`src/rtl/lfsr_run_ctrl_if.sv`:
```
// Command/status bundle between the host plus LFSR instance and lfsr_run_ctrl.
// master = host/LFSR side, slave = controller side.
interface lfsr_run_ctrl_if #(
  parameter int LFSR_W = 20,
  parameter int STEP_W = 20,
  parameter int PAT_W  = 8,
  parameter int CNT_W  = 16
);
  logic              start;
  logic              abort;
  logic [LFSR_W-1:0] seed;
  logic [STEP_W-1:0] num_steps;
  logic [PAT_W-1:0]  pattern;
  logic              lfsr_bit;

  logic              lfsr_load;
  logic [LFSR_W-1:0] lfsr_seed;
  logic              lfsr_en;
  logic              busy;
  logic              done;
  logic              aborted;
  logic              match_pulse;
  logic [CNT_W-1:0]  match_count;

  modport master (
    output start, abort, seed, num_steps, pattern, lfsr_bit,
    input  lfsr_load, lfsr_seed, lfsr_en, busy, done, aborted,
           match_pulse, match_count
  );

  modport slave (
    input  start, abort, seed, num_steps, pattern, lfsr_bit,
    output lfsr_load, lfsr_seed, lfsr_en, busy, done, aborted,
           match_pulse, match_count
  );
endinterface

```
`src/rtl/lfsr_run_ctrl.sv`:
```
// Run sequencer for the 20-bit XNOR LFSR: seeds it, steps it num_steps times
// and counts (overlapping) occurrences of a bit pattern in the shifted-out stream.
//
// state | meaning
// IDLE  | waiting for start; inputs latched on acceptance
// LOAD  | one cycle, LFSR loads lfsr_seed
// RUN   | LFSR shifts every cycle, bit stream matched against pattern
// DONE  | one-cycle done pulse, results held
module lfsr_run_ctrl #(
  parameter int LFSR_W = 20,
  parameter int STEP_W = 20,
  parameter int PAT_W  = 8,
  parameter int CNT_W  = 16
) (
  input  logic           clk,
  input  logic           reset_n,
  lfsr_run_ctrl_if.slave bus
);

  localparam int FILL_W = $clog2(PAT_W + 1);
  localparam logic [FILL_W-1:0] FILL_MAX = FILL_W'(PAT_W);

  typedef enum logic [1:0] {
    IDLE = 2'd0,
    LOAD = 2'd1,
    RUN  = 2'd2,
    DONE = 2'd3
  } state_t;

  state_t            state_q;

  logic [LFSR_W-1:0] seed_q;
  logic [STEP_W-1:0] steps_q;
  logic [PAT_W-1:0]  pat_q;
  logic [PAT_W-1:0]  hist_q;
  logic [STEP_W-1:0] step_q;
  logic [FILL_W-1:0] fill_q;
  logic [CNT_W-1:0]  cnt_q;

  logic              load_q;
  logic              en_q;
  logic              busy_q;
  logic              done_q;
  logic              aborted_q;
  logic              pulse_q;

  logic [PAT_W-1:0]  hist_d;
  logic [STEP_W-1:0] step_d;
  logic [FILL_W-1:0] fill_d;
  logic [CNT_W-1:0]  cnt_d;
  logic              match_d;
  logic              last_step;

  generate
    if (PAT_W == 1) begin : g_hist_one
      assign hist_d = bus.lfsr_bit;
    end else begin : g_hist_shift
      assign hist_d = {hist_q[PAT_W-2:0], bus.lfsr_bit};
    end
  endgenerate

  // fill_d already includes the bit sampled this cycle
  assign fill_d    = (fill_q == FILL_MAX) ? fill_q : fill_q + 1'b1;
  assign match_d   = (fill_d == FILL_MAX) && (hist_d == pat_q);
  assign step_d    = step_q + 1'b1;
  assign last_step = (step_d == steps_q);
  assign cnt_d     = (&cnt_q) ? cnt_q : cnt_q + 1'b1;

  always_ff @(posedge clk or negedge reset_n) begin
    if (!reset_n) begin
      state_q   <= IDLE;
      seed_q    <= '0;
      steps_q   <= '0;
      pat_q     <= '0;
      hist_q    <= '0;
      step_q    <= '0;
      fill_q    <= '0;
      cnt_q     <= '0;
      load_q    <= 1'b0;
      en_q      <= 1'b0;
      busy_q    <= 1'b0;
      done_q    <= 1'b0;
      aborted_q <= 1'b0;
      pulse_q   <= 1'b0;
    end else begin
      pulse_q <= 1'b0;
      case (state_q)
        IDLE: begin
          if (bus.start) begin
            // results are cleared on entry so they already read zero in LOAD
            seed_q    <= bus.seed;
            steps_q   <= bus.num_steps;
            pat_q     <= bus.pattern;
            hist_q    <= '0;
            step_q    <= '0;
            fill_q    <= '0;
            cnt_q     <= '0;
            aborted_q <= 1'b0;
            load_q    <= 1'b1;
            busy_q    <= 1'b1;
            state_q   <= LOAD;
          end
        end

        LOAD: begin
          load_q <= 1'b0;
          if (steps_q == '0) begin
            busy_q  <= 1'b0;
            done_q  <= 1'b1;
            state_q <= DONE;
          end else begin
            en_q    <= 1'b1;
            state_q <= RUN;
          end
        end

        RUN: begin
          hist_q <= hist_d;
          step_q <= step_d;
          fill_q <= fill_d;
          if (match_d) begin
            pulse_q <= 1'b1;
            cnt_q   <= cnt_d;
          end
          if (last_step || bus.abort) begin
            aborted_q <= bus.abort && !last_step;
            en_q      <= 1'b0;
            busy_q    <= 1'b0;
            done_q    <= 1'b1;
            state_q   <= DONE;
          end
        end

        DONE: begin
          done_q  <= 1'b0;
          state_q <= IDLE;
        end

        default: begin
          load_q  <= 1'b0;
          en_q    <= 1'b0;
          busy_q  <= 1'b0;
          done_q  <= 1'b0;
          state_q <= IDLE;
        end
      endcase
    end
  end

  assign bus.lfsr_load   = load_q;
  assign bus.lfsr_seed   = seed_q;
  assign bus.lfsr_en     = en_q;
  assign bus.busy        = busy_q;
  assign bus.done        = done_q;
  assign bus.aborted     = aborted_q;
  assign bus.match_pulse = pulse_q;
  assign bus.match_count = cnt_q;

endmodule
```
`src/flat_wrapper.sv`:
```
// flat-port wrapper written by rule: the top's interface ports become plain ports
module lfsr_run_ctrl_flat 
#(
  parameter int LFSR_W = 20,
  parameter int STEP_W = 20,
  parameter int PAT_W  = 8,
  parameter int CNT_W  = 16
)
  (clk, reset_n, bus_start, bus_abort, bus_seed, bus_num_steps, bus_pattern, bus_lfsr_bit, bus_lfsr_load, bus_lfsr_seed, bus_lfsr_en, bus_busy, bus_done, bus_aborted, bus_match_pulse, bus_match_count);
  lfsr_run_ctrl_if #(.LFSR_W(LFSR_W), .STEP_W(STEP_W), .PAT_W(PAT_W), .CNT_W(CNT_W)) bus_i ();
  input  logic clk;
  input  logic reset_n;
  input wire logic [$bits(bus_i.start)-1:0] bus_start;
  input wire logic [$bits(bus_i.abort)-1:0] bus_abort;
  input wire logic [$bits(bus_i.seed)-1:0] bus_seed;
  input wire logic [$bits(bus_i.num_steps)-1:0] bus_num_steps;
  input wire logic [$bits(bus_i.pattern)-1:0] bus_pattern;
  input wire logic [$bits(bus_i.lfsr_bit)-1:0] bus_lfsr_bit;
  output wire logic [$bits(bus_i.lfsr_load)-1:0] bus_lfsr_load;
  output wire logic [$bits(bus_i.lfsr_seed)-1:0] bus_lfsr_seed;
  output wire logic [$bits(bus_i.lfsr_en)-1:0] bus_lfsr_en;
  output wire logic [$bits(bus_i.busy)-1:0] bus_busy;
  output wire logic [$bits(bus_i.done)-1:0] bus_done;
  output wire logic [$bits(bus_i.aborted)-1:0] bus_aborted;
  output wire logic [$bits(bus_i.match_pulse)-1:0] bus_match_pulse;
  output wire logic [$bits(bus_i.match_count)-1:0] bus_match_count;
  assign bus_i.start = bus_start;
  assign bus_i.abort = bus_abort;
  assign bus_i.seed = bus_seed;
  assign bus_i.num_steps = bus_num_steps;
  assign bus_i.pattern = bus_pattern;
  assign bus_i.lfsr_bit = bus_lfsr_bit;
  assign bus_lfsr_load = bus_i.lfsr_load;
  assign bus_lfsr_seed = bus_i.lfsr_seed;
  assign bus_lfsr_en = bus_i.lfsr_en;
  assign bus_busy = bus_i.busy;
  assign bus_done = bus_i.done;
  assign bus_aborted = bus_i.aborted;
  assign bus_match_pulse = bus_i.match_pulse;
  assign bus_match_count = bus_i.match_count;
  lfsr_run_ctrl #(.LFSR_W(LFSR_W), .STEP_W(STEP_W), .PAT_W(PAT_W), .CNT_W(CNT_W)) u_core (.clk(clk), .reset_n(reset_n), .bus(bus_i));
endmodule
```
`config.mk`:
```
export PLATFORM = sky130hd
export DESIGN_NAME = lfsr_run_ctrl_flat
export DESIGN_NICKNAME = d
export VERILOG_FILES = /design/src/rtl/lfsr_run_ctrl_if.sv /design/src/rtl/lfsr_run_ctrl.sv /design/src/flat_wrapper.sv
export SDC_FILE = /design/constraint.sdc
export NUM_CORES = 1
export LEC_CHECK = 0
export ABC_CLOCK_PERIOD_IN_PS = 4100
export CORE_MARGIN = 2
export CORE_UTILIZATION = 57
export CTS_CLUSTER_DIAMETER = 60
export DETAILED_ROUTE_END_ITERATION = 12
export GPL_TIMING_DRIVEN = 0
export PLACE_DENSITY = 0.91
export SLEW_MARGIN = 20
export SYNTH_ARGS = -nofsm -noshare
export SYNTH_HDL_FRONTEND = slang
export SYNTH_SLANG_ARGS = --single-unit
```
`constraint.sdc`:
```
create_clock -name clk -period 4.1 [get_ports clk]
set_input_delay 0.615 -clock clk [delete_from_list [all_inputs] [get_ports clk]]
set_output_delay 0.615 -clock clk [all_outputs]
set_load 0.005 [all_outputs]
```
==> Word level (Yosys, flattened, before mapping) <==
Cells that the tools add are included.
W data, S select, Z words.
{ "op_classes": {"add_sub_neg": 3, "eq_ne": 13, "muxes": 30, "reduce_logical": 21} }
{ "ops": {"columns": ["operator", "n"], "rows": [
  ["$mux W16", 3],
  ["$pmux W20 S2", 1],
  ["$pmux W16 S2", 1],
  ["$add A20 B1 Y20 const B", 1],
  ["$eq A20 B20 Y1", 1],
  ["$logic_not A20 Y1", 1],
  ["$mux W20", 1],
  ["$add A16 B1 Y16 const B", 1],
  ["$reduce_and A16 Y1", 1],
  ["$pmux W7 S2", 1],
  ["$mux W1", 11],
  ["$reduce_and A3 Y1", 3],
  ["$eq A4 B4 Y1 const B", 2],
  ["$eq A8 B8 Y1", 1],
  ["$mux W4", 2],
  ["$pmux W2 S4", 1],
  ["$pmux W4 S2", 1],
  ["$reduce_and A2 Y1", 4],
  ["$reduce_and A4 Y1", 2],
  ["$mux W7", 1],
  ["$ne A2 B1 Y1 const B", 3],
  ["$ne A2 B2 Y1 const B", 3],
  ["$pmux W1 S2", 3],
  ["$pmux W1 S3", 2],
  ["other kinds (10)", 16]
]} }
{ "word_totals": {"regBits": 103, "out_inout_bits": 42, "elab_cells": 81} }

==> Logic depth before layout (Yosys ltp) <==
{ "depth": {"depth_word": 6, "ltp_mapped": 10} }

==> Least setup slack after synthesis <==
Ideal clock, no wire load.
{ "synth_timing": {"kind": "reg-to-reg", "startpoint": "reg u_core.step_q[0]", "endpoint": "reg u_core.state_q[1]", "arrival_ns": 2.489, "required_ns": 3.972, "path_slack_ns": 1.483, "stages_incl_launch_ff": 10, "path_buffers": 0, "path_cell_list": "dfrtp_1 ha_1 nand4_1 nor4_1 xnor2_1 o21ai_0 nor4_2 nand3_2 a21oi_1 mux2_1"} }
{ "synth_between": {"elab_chain_len": 5} }
{ "synth_lines": {"columns": ["item", "line_no", "source"], "rows": [
  ["start: declaration", "lfsr_run_ctrl.sv:36", "logic [STEP_W-1:0] step_q;"],
  ["start signal: assignment", "lfsr_run_ctrl.sv:119", "step_q <= step_d;"],
  ["$add A20 B1 Y20", "lfsr_run_ctrl.sv:65", "assign step_d = step_q + 1'b1;"],
  ["$eq A20 B20 Y1", "lfsr_run_ctrl.sv:66", "assign last_step = (step_d == steps_q);"],
  ["$logic_or A1 B1 Y1", "lfsr_run_ctrl.sv:125", "if (last_step || bus.abort) begin"],
  ["$ne A2 B1 Y1 (no source line)", null, null],
  ["$reduce_and A2 Y1 (no source line)", null, null],
  ["end signal: assignment", "lfsr_run_ctrl.sv:71", "state_q <= IDLE;"],
  ["end signal: assignment", "lfsr_run_ctrl.sv:130", "state_q <= DONE;"],
  ["end signal: assignment", "lfsr_run_ctrl.sv:136", "state_q <= IDLE;"],
  ["end: declaration", "lfsr_run_ctrl.sv:30", "state_t state_q;"]
]} }
No other way between the ends.
A chain may end at the register's enable or synchronous reset.

==> Worst setup path after layout <==
Same ends and word-level chain as after synthesis.

==> key figures <==
Critical path
  – CP Capture Point: u_core.state_q[1]
  – Worst Reg-to-Reg Cells: 9
  – Highest cell delay on the worst timing path: 0.55 ns
  – Setup crit start: u_core.step_q[0]
  – WP buf/inv: 0
  – Crit-path cells: ha_1 -> nand4_1 -> nor4_1 -> xnor2_1 -> o21ai_0 -> nor4_2 -> nand3_2 -> a21oi_1 -> mux2_1
  – CP required: 4.37 ns
  – CP max FO: 8
  – RR Endpoint: u_core.state_q[1]
  – CP top delay family: simple AND/OR/NAND/NOR gates
  – CP startpoint kind: flop
  – CP max-delay cell: nor4_1
  – Critical Path Stages: 9
  – R2r setup slk: 0.80 ns
  – Crit path capture type: flop
  – Crit path kind: reg2reg
  – CP arrival: 3.57 ns
  – Reg2Reg Launch Point: u_core.step_q[0]

Pwr
  – PwrDens: 621.3 mW/mm²
  – Leakage power: 2.843 nW
  – Design Power: 4.224 mW
  – Peak VDD IR: 0.4026 mV

GRT
  – Largest net degree at the start of global routing: 72
  – First-pass GRT wire length: 21.73 mm
  – Vias in the first global route: 4643
  – GRT Total Usage: 0.2681
  – Antenna violations before repair: 0
  – Total congestion overflow: 0

Cells and area
  – Filler Cell Count: 637
  – Post-route design area: 0.006799 mm²
  – Finished Layout Cells: 754
  – Most frequent cells in the layout: dfrtp_1, clkdlybuf4s50_1, mux2_2, nor2_1, o21ai_0
  – P&R area growth vs syn: 25.03%
  – Ant. Diodes: 0
  – Layout cells sized above 1: 0.1408
  – Nets: 684
  – Most common cell after layout, fill and taps aside: dfrtp_1
  – Finished Core Util: 0.7358

Synthesis
  – Synth Net Count: 578
  – FF+latch count, synth: 103
  – Post-synth ARST share: 1.000
  – Register area share after synthesis: 0.4740
  – Yosys top cell area share: 0.4740
  – Syn Inst Count: 516
  – Synthesized area: 0.005438 mm²
  – Post-synth EDFFs: 0
  – Post-synth top area cell: dfrtp_1
  – Syn avg cell area: 10.54 µm²
  – Syn. warnings: 0
  – Most common flop cell mapped by yosys: dfrtp_1
  – Largest cells by area after synthesis: dfrtp_1, mux2_2, xnor2_1
  – Synth unique cells: 59

Place
  – Dpl hpwl: 9.535 mm
  – DP Worst Slack: 0.8083 ns
  – GPL Wtd Cong: 0.9463
  – Placed cells: 740
  – Port bufs: 94
  – Placed Area: 0.006569 mm²

Route
  – Via Count: 4584
  – Routed WL: 13.03 mm
  – Vias per cell: 6.080
  – Post-DRT Antenna Nets: 0
  – Wirelength per Cell: 17.28 µm
  – Initial DRC count: 246
  – DRC: 0
  – First drt pass iteration count: 6

CTS
  – TritonCTS Buffers: 9
  – CTS tree: yes
  – Worst-Skew Late Latency: 0.38 ns
  – Clock root buffer: clkbuf_8
  – CTS Hold Bufs: 0
  – CTS Sinks: 103
  – Post-CTS setup buffers: 0
  – Post-CTS sizing: 0
  – H-tree depth: 3
  – CTS clk-pin slew, worst paths: 0.10 ns
  – Clock buffer depth: 2

Floorplanning
  – Die width: 101.7 µm
  – Initial Util: 0.5885
  – I/O pin total: 95
  – Area of the core: 0.009240 mm²
  – Die area: 0.01034 mm²
  – # rows: 35
  – Die Y: 101.7 µm

Flow run
  – MaxCap Viol Count: 0

Timing
  – Hold Worst Slack: 0.09267 ns
  – Period utilization: 0.8051
  – TNS Setup: 0 ns
  – RSZ-0062 raised after global routing: false
  – Clock skew: 0.01603 ns
  – Setup violations, final: 0
  – Min Tclk post-route: 3.301 ns
  – Max Slew Vio Count: 0
  – Post-route setup slack: 0.7990 ns
  – FMAX: 0.3029 GHz
  – Slew @ Worst Pin: 0.7240 ns
  – Max_slew headroom: 0.5173
  – Final Hold Violating Endpoints: 0

Worst hold path
  – Worst hold path class: in2async

Status
  – Status: complete, no violations
==> cell type report <==
cell class	instances	area [µm²]	share of cell area
Tap cell	129	161.4	0.02374
Buffer	25	113.9	0.01675
Sequential cell	103	2577	0.3791
Clock inverter	5	106.4	0.01564
Inverter	15	56.30	0.008281
Multi-Input combinational cell	373	2690	0.3957
Clock buffer	9	123.9	0.01822
Timing Repair Buffer	95	969.7	0.1426
==> where the power goes <==
part	switching, mW	internal [mW]	total (mW)	leakage [nW]
clock	0.352	0.401	0.753	0.112
combinational	0.887	0.914	1.80	1.42
sequential	0.314	1.36	1.67	1.31
total	1.55	2.67	4.22	2.84
==> worst min path at each step <==
stage,start,to,slack [ns],cells after the start
2_1_floorplan,reset_n,u_core.bus.aborted,0.32,0
3_3_place_gp,u_core.bus.lfsr_seed[18],u_core.bus.lfsr_seed[18],0.49,1
3_5_place_dp,u_core.bus.lfsr_seed[10],u_core.bus.lfsr_seed[10],0.50,1
4_1_cts,reset_n,u_core.bus.busy,0.11,1
5_1_grt,reset_n,u_core.bus.busy,0.12,1
6_report,reset_n,u_core.bus.busy,0.09,1
==> routing by layer <==
| layer | global-route usage | wire [µm] |
|---|---|---|
| met5 | 0 | 0 |
| met4 | 0.1268 | 406 |
| met3 | 0.06832 | 1064 |
| met2 | 0.4443 | 6357 |
| met1 | 0.3284 | 5202 |
==> cell families after synthesis <==
kind of cell	after synthesis	synth area share
multiplexers	52	0.1070
XOR/XNOR	51	0.08214
AO/OA/AOI/OAI	102	0.1226
adder cells (fa/ha/maj)	9	0.02071
AND/OR/NAND/NOR	159	0.1622
buffers and inverters	40	0.03129
flip-flops	103	0.4740
==> state kept, by name (all words and copies together), names as in the netlist, 2 cells and up <==
register,cells
u_core.bus.lfsr_seed,20
u_core.step_q,20
u_core.steps_q,20
u_core.bus.match_count,16
u_core.pat_q,8
u_core.hist_q,7
u_core.fill_q,4
u_core.state_q,2
==> synthesized netlist by cell type, drive strengths merged, types with 3 or more instances <==
library cell / instances
dfrtp: 103
mux2: 49
nor2: 40
o21ai: 38
nand2: 33
xnor2: 26
xor2: 25
nand3: 21
nand4: 16
nor4: 16
a21oi: 14
buf: 14
inv: 14
clkbuf: 11
nor3: 10
a22o: 9
ha: 9
o31ai: 9
a31oi: 7
and4: 5
and3: 4
o41ai: 4
or3: 4
a21o: 3
mux2i: 3
nand2b: 3
==> worst reg2reg max path, delay by kind of cell (launching register included) <==
kind / cells / cell delay, ns
compound gates: 2 / 0.36
xor+xnor: 1 / 0.19
fa+ha+maj: 1 / 0.37
flops: 1 / 0.51
mux: 1 / 0.34
simple gates: 4 / 1.42
No activity file was read; power rests on OpenSTA's default activity.
